==> src/rtl/move_cmd_gen_pkg.sv <==
// move_cmd_gen_pkg: direction codes, FSM state type and a one-hot helper
// shared by the move command generator.
`default_nettype none

package move_cmd_gen_pkg;

  localparam logic [3:0] DIR_NONE  = 4'b0000;
  localparam logic [3:0] DIR_UP    = 4'b1000;
  localparam logic [3:0] DIR_DOWN  = 4'b0100;
  localparam logic [3:0] DIR_LEFT  = 4'b0010;
  localparam logic [3:0] DIR_RIGHT = 4'b0001;

  typedef enum logic [1:0] {
    ST_IDLE  = 2'd0,
    ST_SETUP = 2'd1,
    ST_PULSE = 2'd2,
    ST_HOLD  = 2'd3
  } state_e;

  function automatic logic is_onehot4(input logic [3:0] v);
    return (v != 4'b0000) && ((v & (v - 4'd1)) == 4'b0000);
  endfunction

endpackage

`default_nettype wire

==> src/rtl/move_cmd_gen_btn_debounce.sv <==
// btn_debounce: 2-flop synchronizer followed by a per-bit stability counter;
// the output follows the input only after DB_CYCLES consecutive disagreeing cycles.
`default_nettype none

module btn_debounce #(
  parameter int unsigned DB_CYCLES = 250000
) (
  input  logic clk_i,
  input  logic rst_i,
  input  logic raw_i,
  output logic stable_o
);

  localparam int CW = $clog2(DB_CYCLES) + 1;
  localparam logic [CW-1:0] CNT_LAST = CW'(DB_CYCLES - 1);

  logic          sync1_q, sync2_q;
  logic          stable_q, stable_d;
  logic [CW-1:0] cnt_q, cnt_d;

  // Counter stops at CNT_LAST, so it can never wrap.
  always_comb begin
    stable_d = stable_q;
    cnt_d    = '0;
    if (sync2_q != stable_q) begin
      if (cnt_q >= CNT_LAST) stable_d = sync2_q;
      else                   cnt_d    = cnt_q + 1'b1;
    end
  end

  always_ff @(posedge clk_i or posedge rst_i) begin
    if (rst_i) begin
      sync1_q  <= 1'b0;
      sync2_q  <= 1'b0;
      stable_q <= 1'b0;
      cnt_q    <= '0;
    end else begin
      sync1_q  <= raw_i;
      sync2_q  <= sync1_q;
      stable_q <= stable_d;
      cnt_q    <= cnt_d;
    end
  end

  assign stable_o = stable_q;

endmodule

`default_nettype wire

==> src/rtl/move_cmd_gen.sv <==
// move_cmd_gen: turns four debounced buttons into a one-hot direction code
// plus a move strobe, with hold-to-repeat.
`default_nettype none

module move_cmd_gen
  import move_cmd_gen_pkg::*;
#(
  parameter int unsigned DB_CYCLES  = 250000,
  parameter int unsigned PULSE_LEN  = 4,
  parameter int unsigned REP_DELAY  = 12500000,
  parameter int unsigned REP_PERIOD = 5000000
) (
  input  logic       clk,
  input  logic       rst_btn,
  input  logic [3:0] btn_raw,
  output logic [3:0] direction,
  output logic       move_pulse,
  output logic [3:0] btn_stable
);

  localparam int unsigned REP_MAX = (REP_DELAY > REP_PERIOD) ? REP_DELAY : REP_PERIOD;
  localparam int RW  = $clog2(REP_MAX + 1) + 1;
  localparam int RW1 = RW + 1;
  localparam logic [RW:0] LIM_FIRST = RW1'(REP_DELAY);
  localparam logic [RW:0] LIM_NEXT  = RW1'(REP_PERIOD);
  localparam logic [7:0]  PLEN      = 8'(PULSE_LEN);

  logic [3:0] w_stable;

  for (genvar g = 0; g < 4; g++) begin : g_db
    btn_debounce #(.DB_CYCLES(DB_CYCLES)) u_db (
      .clk_i    (clk),
      .rst_i    (rst_btn),
      .raw_i    (btn_raw[g]),
      .stable_o (w_stable[g])
    );
  end

  state_e        state_q;
  logic [3:0]    dir_q;
  logic          pulse_q;
  logic [7:0]    pcnt_q;
  logic [RW-1:0] rep_q;
  logic          first_q;

  // The HOLD decision is taken two cycles ahead of the rise (SETUP sits between),
  // so the timer is compared against limit-2.
  logic [RW:0] w_rep_ext;
  logic        w_rep_hit;
  assign w_rep_ext = {1'b0, rep_q} + RW1'(2);
  assign w_rep_hit = (REP_DELAY != 0) && (w_rep_ext >= (first_q ? LIM_FIRST : LIM_NEXT));

  always_ff @(posedge clk or posedge rst_btn) begin
    if (rst_btn) begin
      state_q <= ST_IDLE;
      dir_q   <= DIR_NONE;
      pulse_q <= 1'b0;
      pcnt_q  <= '0;
      rep_q   <= '0;
      first_q <= 1'b0;
    end else begin
      case (state_q)
        ST_IDLE: begin
          pulse_q <= 1'b0;
          dir_q   <= DIR_NONE;
          rep_q   <= '0;
          if (is_onehot4(w_stable)) begin
            dir_q   <= w_stable;
            first_q <= 1'b1;
            state_q <= ST_SETUP;
          end
        end
        ST_SETUP: begin
          pulse_q <= 1'b1;
          pcnt_q  <= 8'd1;
          rep_q   <= '0;
          state_q <= ST_PULSE;
        end
        ST_PULSE: begin
          if (rep_q != '1) rep_q <= rep_q + 1'b1;
          if (pcnt_q >= PLEN) begin
            pulse_q <= 1'b0;
            state_q <= ST_HOLD;
          end else begin
            pcnt_q <= pcnt_q + 1'b1;
          end
        end
        ST_HOLD: begin
          if (rep_q != '1) rep_q <= rep_q + 1'b1;
          // Release wins over a repeat expiring in the same cycle.
          if (w_stable != dir_q) begin
            dir_q   <= DIR_NONE;
            state_q <= ST_IDLE;
          end else if (w_rep_hit) begin
            first_q <= 1'b0;
            state_q <= ST_SETUP;
          end
        end
        default: state_q <= ST_IDLE;
      endcase
    end
  end

  assign direction  = dir_q;
  assign move_pulse = pulse_q;
  assign btn_stable = w_stable;

endmodule

`default_nettype wire

==> config.mk <==
export PLATFORM = sky130hd
export DESIGN_NAME = move_cmd_gen
export DESIGN_NICKNAME = d
export VERILOG_FILES = /design/src/rtl/move_cmd_gen_pkg.sv /design/src/rtl/move_cmd_gen_btn_debounce.sv /design/src/rtl/move_cmd_gen.sv
export SDC_FILE = /design/constraint.sdc
export NUM_CORES = 1
export LEC_CHECK = 0
export ABC_AREA = 0
export BUFFER_PORTS_ARGS = -buffer_cell sky130_fd_sc_hd__buf_2
export CORE_MARGIN = 4
export CORE_UTILIZATION = 25
export CTS_CLUSTER_DIAMETER = 60
export DETAILED_ROUTE_END_ITERATION = 10
export PLACE_DENSITY = 0.44
export SKIP_LAST_GASP = 1
export SLEW_MARGIN = 20
export SYNTH_ARGS = -nofsm -noshare
export SYNTH_HDL_FRONTEND = slang
export SYNTH_SLANG_ARGS = --single-unit
==> constraint.sdc <==
create_clock -name clk -period 3.2 [get_ports clk]
set_input_delay 0 -clock clk [delete_from_list [all_inputs] [get_ports clk]]
set_output_delay 0 -clock clk [all_outputs]
set_load 0.05 [all_outputs]
==> results.sh <==
export IMPL_status="complete, no violations"
export IMPL_placed_area_mm2=0.00726
export IMPL_grt_max_degree=71
export IMPL_clock_tree_htree_level_count=4
export IMPL_timing_slew_headroom_pct=57.9
export IMPL_clock_tree_buffer_depth=2
export IMPL_power_per_cell_area_mw_per_mm2=566
export IMPL_max_cap_violations=0
export IMPL_endpoint_arrival_time_on_the_critical_path_ns=3.38
export IMPL_synth_async_reset_ratio_pct=100
export IMPL_cts_root_buffer="sky130_fd_sc_hd__clkbuf_16"
export IMPL_clk_insertion_delay_late_ns=0.42
export IMPL_gr_usage_met1_pct=13.7
export IMPL_finalSetupViolCount=0
export IMPL_viasPerCell=4.40
export IMPL_number_of_rows_in_the_core_area=59
export IMPL_grt_total_usage_pct=10.2
export IMPL_die_h_um=171
export IMPL_maxSlewViolCount=0
export IMPL_worstPathMaxFanout=6
export IMPL_routed_wirelength_mm=13.5
export IMPL_floorplan_die_width_um=171
export IMPL_hold_path_class="in -> async"
export IMPL_number_of_buffers_added_on_ports=14
export IMPL_synth_adder_area_share_pct=5.07
export IMPL_post_synth_xor_area_fraction_pct=13.4
export IMPL_drt_antenna_violating_nets=0
export IMPL_final_setup_worst_slack_ns=0.112
export IMPL_global_route_peak_usage_layer="met2"
export IMPL_drc_errors=0
export IMPL_ys_warnings_count=0
export IMPL_nets=770
export IMPL_synthCells=689
export IMPL_met3_track_demand_over_resource_in_global_routing_pct=2.62
export IMPL_ys_seq_area_share_pct=48.5
export IMPL_synth_cell_types=50
export IMPL_timing_critical_path_from_type="flip-flop"
export IMPL_ys_ff_latch=129
export IMPL_worst_slew_pin_slew_ns=0.629
export IMPL_synth_top_family_by_area="simple AND/OR/NAND/NOR gates"
export IMPL_dp_cells=1045
export IMPL_ios=15
export IMPL_finalCritPeriodShare_pct=96.5
export IMPL_share_of_the_synthesized_area_in_compound_gates_ao_oa_aoi_oai_pct=6.45
export IMPL_die_area_mm2=0.0293
export IMPL_crit_path_end_kind="flip-flop"
export IMPL_leakage_nw=3.46
export IMPL_synth_edff_count=0
export IMPL_total_of_fill_cells_in_the_finished_design=2744
export IMPL_post_synth_cell_area_avg_um2=9.66
export IMPL_grt_first_pass_wirelength_mm=24.1
export IMPL_drt_iter0_drc=202
export IMPL_layout_cells_sized_above_1_pct=12.8
export IMPL_mappedNetlistArea_mm2=0.00666
export IMPL_pre_cts_slack_ns=-0.0771
export IMPL_clock_sink_count=129
export IMPL_setup_tns_ns=0
export IMPL_clk_pin_slew_ns=0.06
export IMPL_insertedDiodeCount=0
export IMPL_core_area_mm2=0.0261
export IMPL_dp_hpwl_mm=9.28
export IMPL_final_core_utilization_pct=30.4
export IMPL_gp_congestion=0.769
export IMPL_synthFlopType="sky130_fd_sc_hd__dfrtp_1"
export IMPL_number_of_antenna_violations_at_the_first_check_in_global_routing=0
export IMPL_timing_fmax_mhz=324
export IMPL_yosys_mux_area_fraction_pct=0.996
export IMPL_peakVddDrop_mv=0.296
export IMPL_non_filler_cell_area_final_mm2=0.00795
export IMPL_finalClockSkew_ns=0.0152
export IMPL_setup_repair_after_global_routing_missed_its_margin="yes"
export IMPL_initial_core_utilization_pct=25.5
export IMPL_worst_endpoint_required_ns=3.49
export IMPL_grt_overflow_total=0
export IMPL_layout_area_overhead_vs_synth_pct=19.4
export IMPL_clock_tree_from_tritoncts="yes"
export IMPL_timing_final_hold_violations=0
export IMPL_global_route_usage_met2_pct=15.9
export IMPL_detail_route_wl_per_cell_um=12.5
export IMPL_criticalPathCategory="reg -> reg"
export IMPL_drt_pass1_iterations=4
export IMPL_via_count=4763
export IMPL_total_clock_buffers_created_by_cts=17
export IMPL_layout_min_cycle_time_ns=3.09
export IMPL_grt_pass1_vias=4895
export IMPL_layoutNonFillerInstCount=1083
export IMPL_synth_simple_gate_area_share_pct=23.1
[flip-flops by register name, summed over array words and instances, names as in the netlist]
signal / cells
direction: 4
first_q: 1
g_db.u_db.cnt_q: 76
g_db.u_db.stable_o: 4
g_db.u_db.sync1_q: 4
g_db.u_db.sync2_q: 4
move_pulse: 1
pcnt_q: 8
rep_q: 25
state_q: 2
[cell families after synthesis]
family	count (synthesis)
and+or+nand+nor	324
DFF	129
xor gates and xnor gates	102
AOI/OAI and AO/OA	62
buffers and inverters	38
adders and majority gates	27
muxes	6
other	1
[layout by cell type, fill, tap and decap left out, types with 2 or more instances in the layout]
| cell type | instances |
|---|---|
| sky130_fd_sc_hd__nor4_1 | 6 |
| sky130_fd_sc_hd__mux2_2 | 5 |
| sky130_fd_sc_hd__nand3_1 | 32 |
| sky130_fd_sc_hd__a21oi_1 | 18 |
| sky130_fd_sc_hd__or2_2 | 3 |
| sky130_fd_sc_hd__a22o_1 | 4 |
| sky130_fd_sc_hd__clkinvlp_4 | 5 |
| sky130_fd_sc_hd__o31ai_1 | 3 |
| sky130_fd_sc_hd__nand2b_1 | 3 |
| sky130_fd_sc_hd__and3_1 | 16 |
| sky130_fd_sc_hd__xnor2_1 | 41 |
| sky130_fd_sc_hd__a31oi_1 | 6 |
| sky130_fd_sc_hd__clkinv_4 | 3 |
| sky130_fd_sc_hd__xor2_1 | 61 |
| sky130_fd_sc_hd__o21a_1 | 2 |
| sky130_fd_sc_hd__inv_1 | 16 |
| sky130_fd_sc_hd__and4_1 | 8 |
| sky130_fd_sc_hd__and2_1 | 6 |
| sky130_fd_sc_hd__nand4_1 | 15 |
| sky130_fd_sc_hd__nand2_1 | 63 |
| sky130_fd_sc_hd__conb_1 | 4 |
| sky130_fd_sc_hd__nor2_1 | 131 |
| sky130_fd_sc_hd__nand3_4 | 2 |
| sky130_fd_sc_hd__buf_2 | 14 |
| sky130_fd_sc_hd__a2111oi_4 | 2 |
| sky130_fd_sc_hd__dfrtp_1 | 129 |
| sky130_fd_sc_hd__a21o_1 | 4 |
| sky130_fd_sc_hd__dlygate4sd3_1 | 5 |
| sky130_fd_sc_hd__nor3_1 | 18 |
| sky130_fd_sc_hd__bufinv_16 | 2 |
| sky130_fd_sc_hd__clkbuf_16 | 17 |
| sky130_fd_sc_hd__o21ai_0 | 14 |
| sky130_fd_sc_hd__or3_1 | 8 |
| sky130_fd_sc_hd__ha_1 | 26 |
| sky130_fd_sc_hd__clkinv_2 | 2 |
| sky130_fd_sc_hd__buf_4 | 26 |
[synth_stat cells (all sizes together), types with 5 or more instances]
library cell | instances | area [um^2]
and3 | 17 | 106
nand4 | 15 | 93.8
nand2 | 64 | 243
nor4 | 7 | 50.1
a21oi | 19 | 95.1
xnor2 | 41 | 359
clkbuf | 15 | 57.6
mux2 | 5 | 56.3
dfrtp | 129 | 3230
a31oi | 6 | 37.5
o21ai | 15 | 78.8
nor2 | 132 | 495
nor3 | 18 | 90.1
or3 | 8 | 50.1
inv | 17 | 63.8
xor2 | 61 | 534
ha | 27 | 338
and2 | 6 | 37.5
and4 | 8 | 70.1
nand3 | 35 | 200
buf | 6 | 40.0
[cell type report]
class / count / area (um^2) / area share (%)
clock buffer: 18 / 439 / 5.52
sequential: 129 / 3230 / 40.6
clock inverter: 12 / 138 / 1.73
tap: 335 / 419 / 5.27
inverter: 17 / 67.6 / 0.850
timing repair buffer: 47 / 347 / 4.36
multi-input combinational: 525 / 3310 / 41.7
[worst paths after layout]
check	startpoint	end	slack, ns	depth (start not counted)
setup / recovery	rep_q[1]	state_q[1]	0.11	13
hold / removal	rst_btn	g_db[3].u_db.sync1_q	0.15	3
setup reg to reg	rep_q[1]	state_q[1]	0.11	13
hold reg to reg	g_db[0].u_db.sync1_q	g_db[0].u_db.sync2_q	0.34	0
max in group asynchronous	rst_btn	g_db[0].u_db.cnt_q[0]	2.18	4
min in group clk	btn_raw[2]	g_db[2].u_db.sync1_q	0.22	2
[report_power, final]
part           switching, mW  leakage (nW)  internal (mW)
registers             0.0978          1.74           1.72
logic                  0.500          1.44          0.262
clock network          0.750         0.272           1.16
[what timing repair did]
action / CTS / global route
buffers inserted: 1 / 2
hold buffers: 5 / 0
hold endpoints to repair: 23 / 0
gates resized for setup: 2 / 7
setup endpoints to repair: 3 / 3
pin swaps: 3 / 1
[critical path, cell delays in order, from the launching register on]
cell and delay (ns):
sky130_fd_sc_hd__dfrtp_1 0.41, sky130_fd_sc_hd__ha_4 0.17, sky130_fd_sc_hd__buf_6 0.10, sky130_fd_sc_hd__nand3_4 0.10, sky130_fd_sc_hd__xor2_1 0.15, sky130_fd_sc_hd__ha_1 0.28, sky130_fd_sc_hd__nand4_1 0.11, sky130_fd_sc_hd__nor4b_2 0.26
sky130_fd_sc_hd__nand4_1 0.18, sky130_fd_sc_hd__a2111oi_4 0.33, sky130_fd_sc_hd__o21ai_2 0.13, sky130_fd_sc_hd__a2111oi_4 0.38, sky130_fd_sc_hd__nor2_1 0.11, sky130_fd_sc_hd__a211o_1 0.27
[metrics by stage]
stage | hold WS [ns] | power, mW
after detailed placement | 0.0589 | 2.60
after global placement | 0.0665 | 2.60
after CTS | 0.158 | 4.57
final | 0.149 | 4.50
after global routing | 0.195 | 4.77
after floorplan | 0.0314 | 2.37
[metal layers]
metal  up-vias  wire, um
li1       2431         -
met1      2282      6670
met2        36      6330
met3        14       319
met4         0       188
met5         -         0
No activity file was read; power rests on OpenSTA's default activity.
